===== src/rtl/serial_addsub.sv =====
// Digit-serial WIDTH-bit add/subtract, DIGIT bits per clock, LS digit first; result N=WIDTH/DIGIT cycles after start.
// No backpressure: start is taken in IDLE or DONE only, ignored while busy, never queued.
module serial_addsub #(
   parameter int WIDTH = 16,
   parameter int DIGIT = 4
) (
   input  logic             clk,
   input  logic             rst_n,
   input  logic             start,
   input  logic             sub,
   input  logic             cin,
   input  logic [WIDTH-1:0] a,
   input  logic [WIDTH-1:0] b,
   output logic             busy,
   output logic             done,
   output logic [WIDTH-1:0] z,
   output logic             cout,
   output logic             ovf
);
   localparam int N  = WIDTH / DIGIT;
   localparam int KW = (N > 1) ? $clog2(N) : 1;

   typedef enum logic [1:0] {IDLE, RUN, DONE} state_t;
   state_t state, state_nxt;

   logic [WIDTH-1:0] a_q, b_q, acc_q, acc_nxt;
   logic             carry_q;
   logic [KW-1:0]    k_q;
   logic [DIGIT:0]   dsum;
   logic             last, accept, c_msb;

   assign last   = (k_q == KW'(N - 1));
   assign accept = start && (state != RUN);

   // Operands shift down each cycle, so the current digit always sits in the low bits.
   assign dsum  = {1'b0, a_q[DIGIT-1:0]} + {1'b0, b_q[DIGIT-1:0]} + {{DIGIT{1'b0}}, carry_q};
   // Carry into the digit MSB recovered from that bit's sum and operands.
   assign c_msb = dsum[DIGIT-1] ^ a_q[DIGIT-1] ^ b_q[DIGIT-1];

   generate
      if (DIGIT == WIDTH) begin : g_single
         assign acc_nxt = dsum[DIGIT-1:0];
      end else begin : g_multi
         assign acc_nxt = {dsum[DIGIT-1:0], acc_q[WIDTH-1:DIGIT]};
      end
   endgenerate

   always_ff @(posedge clk or negedge rst_n) begin
      if (!rst_n) begin
         state <= IDLE;
      end else begin
         state <= state_nxt;
      end
   end

   always_comb begin
      state_nxt = state;
      busy      = 1'b0;
      done      = 1'b0;
      case (state)
         IDLE: begin
            if (start) state_nxt = RUN;
         end
         RUN: begin
            busy = 1'b1;
            if (last) state_nxt = DONE;
         end
         DONE: begin
            done      = 1'b1;
            state_nxt = start ? RUN : IDLE;
         end
         default: state_nxt = IDLE;
      endcase
   end

   always_ff @(posedge clk or negedge rst_n) begin
      if (!rst_n) begin
         a_q     <= '0;
         b_q     <= '0;
         acc_q   <= '0;
         carry_q <= 1'b0;
         k_q     <= '0;
         z       <= '0;
         cout    <= 1'b0;
         ovf     <= 1'b0;
      end else if (accept) begin
         a_q     <= a;
         b_q     <= sub ? ~b : b;
         carry_q <= sub ? ~cin : cin;
         k_q     <= '0;
      end else if (state == RUN) begin
         a_q     <= a_q >> DIGIT;
         b_q     <= b_q >> DIGIT;
         carry_q <= dsum[DIGIT];
         acc_q   <= acc_nxt;
         k_q     <= k_q + KW'(1);
         // Visible outputs move only once the whole word is assembled.
         if (last) begin
            z    <= acc_nxt;
            cout <= dsum[DIGIT];
            ovf  <= c_msb ^ dsum[DIGIT];
         end
      end
   end
endmodule


===== config.mk =====
export PLATFORM = sky130hd
export DESIGN_NAME = serial_addsub
export DESIGN_NICKNAME = d
export VERILOG_FILES = /design/src/rtl/serial_addsub.sv
export SDC_FILE = /design/constraint.sdc
export NUM_CORES = 1
export LEC_CHECK = 0
export ABC_AREA = 1
export CAP_MARGIN = 20
export CORE_MARGIN = 10
export CORE_UTILIZATION = 56
export DETAILED_ROUTE_END_ITERATION = 16
export GPL_ROUTABILITY_DRIVEN = 0
export PLACE_DENSITY = 0.85
export SETUP_SLACK_MARGIN = 0.4
export SYNTH_ARGS = -nofsm -noshare
export SYNTH_HDL_FRONTEND = slang
export SYNTH_SLANG_ARGS = --single-unit
export TNS_END_PERCENT = 5

===== constraint.sdc =====
create_clock -name clk -period 4.5 [get_ports clk]
set_input_delay 0.675 -clock clk [delete_from_list [all_inputs] [get_ports clk]]
set_output_delay 0.675 -clock clk [all_outputs]
set_load 0.05 [all_outputs]

==> summary.md <==
| Metric | Value |
|---|---|
| Status | `completed` |
| H-tree levels | `3` |
| Number of global-route vias before repair | `2,377` |
| Clock buffer count from CTS | `9` |
| R2r worst-path depth | `6` |
| Seq cells post-synth | `67` |
| Final Cycle Share | `between 70% and 80%` |
| Largest net degree at the start of global routing | `68` |
| CTS tree | `done` |
| I/O Buffers | `56` |
| Total of max-cap violations | `0` |
| Die area | `0.00873 mm²` |
| P_sw | `1.19 mW` |
| Rel. slew slack | `40.6%` |
| Leading cell type in the layout, fill and taps excluded | `nand2_1` |
| WP data required | `roughly 3.8 ns` |
| Depth of the worst hold-timing path | `2` |
| Starting Density | `58.3%` |
| WL final | `6.36 mm` |
| Synth cell types | `26` |
| Num rows | `26` |
| Fin nets | `approximately 420` |
| Area Growth Syn to Fin | `25.3%` |
| Endpoints failing hold | `0` |
| DRT antenna net count | `0` |
| Clock slew seen by the registers of the worst setup and hold paths | `0.07 ns` |
| Seq/Total Area, Yosys | `between 50 and 60%` |
| Hold Path Sink | `z[2]` |
| Hold buffer count at CTS | `0` |
| GRT overflow | `0` |
| DR DRC count | `0` |
| Combinational power share | `46.3%` |
| Hold Crit Class | `reg -> reg` |
| Chip Height | `slightly above 90 µm` |
| Fin. max-slew vios | `0` |
| Layout cells sized above 1 | `6.51%` |
| Switch share | `a little over two fifths` |
| Most frequent cells in the layout | `nand2_1, dfrtp_1, clkdlybuf4s50_1, inv_1, o21ai_0` |
| RR Endpoint | `ovf` |
| Critical path fanouts, max | `43` |
| Internal Dissipation | `1.56 mW` |
| # resized after CTS | `0` |
| Period minus WS final | `3.21 ns` |
| Share of total power in sequential cells | `~36%` |
| CP Launch Point | `state[1]` |
| Worst Setup Start Kind | `flop` |
| Via count | `2,335` |
| Clk_skew | `between 0.008 and 0.009 ns` |
| Worst vdd ir | `0.378 mV` |
| Setup-failing EPs final | `0` |
| Vias per inst | `5.14` |
| Die Wd | `93.4 µm` |
| Setup Fix Bufs, Post-CTS | `0` |
| Setup tns final | `0 ns` |
| Leakage | `roughly 1.8 nW` |
| GRT Util Overall | `15.3%` |
| Hold Path Origin | `acc_q[6]` |
| Pwr Density | `about 730 mW/mm²` |
| Ant diodes | `0` |
| Latest clock arrival within the worst-skew pair | `between 0.3 and 0.4 ns` |
| Fin Hold WS | `about 0.47 ns` |
| First-pass GRT wire length | `about 11 mm` |
| Post-Synthesis Net Count | `369` |
| Reg2reg start | `state[0]` |
| Slew @ Worst Pin | `0.888 ns` |
| Sink Count | `67` |
| Initial drt markers | `between 100 and 150` |
| Unrepaired setup endpoints after global routing | `false` |
| HPWL Detailed | `4.47 mm` |
| Critical path type | `reg -> out` |
| Syn. warnings | `0` |
| Netlist Area Pre-Place | `0.00302 mm²` |
| Cells after synthesis | `326` |
| FF-to-FF setup slack | `1.97 ns` |
| Ports | `57` |
| CP endpoint kind | `output port` |
| WL/cell | `14.0 µm` |
| Core area | `0.00517 mm²` |
| CP Data Arrival Time | `2.53 ns` |
| Root buffer cell | `clkbuf_8` |
| Clock power frac | `between 10% and 20%` |
| Avg Cell Area, Syn | `9.26 µm²` |
| Initial antenna violation count | `0` |
| Fmax | `312 MHz` |
| First-pass iteration count of the detailed router | `4` |
| Clock buffer depth | `2` |
cells in the mapped netlist (all sizes together):
master / number / area share, %
o221ai: 15 / 4.4
clkinv: 1 / 0.12
buf: 11 / 2.2
o211ai: 9 / 2.2
a21oi: 4 / 0.79
a22o: 3 / 0.87
o22ai: 1 / 0.21
o21ai: 24 / 4.0
nand2: 98 / 13
inv: 49 / 6.1
xor2: 10 / 2.9
fa: 2 / 1.3
nor2: 8 / 1.1
xnor2: 4 / 1.2
nand3: 8 / 1.3
o32ai: 4 / 1.2
clkbuf: 4 / 0.50
ha: 4 / 1.7
dfrtp: 67 / 56
worst max-delay path, stage by stage (launching register included):
cell	delay, ns
dfrtp_1	0.36
inv_1	0.08
nand2_2	0.44
inv_2	0.43
clkdlybuf4s50_1	0.88
state kept, by name, indices dropped and copies added (netlist names):
| signal | cells |
|---|---|
| a_q | 16 |
| b_q | 16 |
| z | 16 |
| acc_q | 12 |
| k_q | 2 |
| state | 2 |
| carry_q | 1 |
| cout | 1 |
| ovf | 1 |
per-layer routing:
layer	GRT usage [%]	wire, µm	vias to the layer above
met5	0	0	-
met1	17.0	2740	1105
met3	4.96	508	9
met2	26.1	3040	68
li1	-	-	1153
met4	6.56	69	0
worst max path at each step:
stage / end / slack [ns] / cells after the start
after floorplan: done / 2.78 / 1
after global placement: busy / 1.70 / 4
after detailed placement: busy / 1.67 / 4
after CTS: busy / 1.28 / 4
after global routing: busy / 1.18 / 4
final: busy / 1.29 / 4
cell type report:
cell class	instances	area, µm²
flip-flops and latches	67	1680
well taps	70	87.6
multi-input cells	194	1070
fillers	404	1390
inverters	50	188
clock inverters	5	52.6
clock buffers	11	141
repair buffers	57	563
metrics by stage:
| step | instances | utilization [%] | power, mW | setup slack (ns) | instance area (µm²) |
|---|---|---|---|---|---|
| 2_1_floorplan | 326 | - | 1.91 | 2.78 | 3020 |
| 3_3_place_gp | 438 | 69.4 | 2.22 | 1.70 | 3590 |
| 3_5_place_dp | 438 | 69.4 | 2.28 | 1.67 | 3590 |
| 4_1_cts | 454 | 73.1 | 2.77 | 1.28 | 3780 |
| 5_1_grt | 454 | 73.1 | 2.95 | 1.18 | 3780 |
| 6_report | 454 | 73.1 | 2.75 | 1.29 | 3780 |
cell families after synthesis:
group | Yosys count | synth area share (%)
compound gates | 60 | 13.6
xor+xnor | 14 | 4.06
fa+ha+maj | 6 | 2.99
buf+inv | 65 | 8.87
flops | 67 | 55.6
simple gates | 114 | 14.9
power groups by stage:
stage	Combinational (mW)	Clock, mW	Sequential [mW]
after floorplan	0.683	0	1.22
after global placement	1.23	0	0.986
after detailed placement	1.28	0	0.997
after CTS	1.29	0.496	0.988
after global routing	1.41	0.523	1.02
final	1.27	0.490	0.986
No activity file was read; power rests on OpenSTA's default activity.
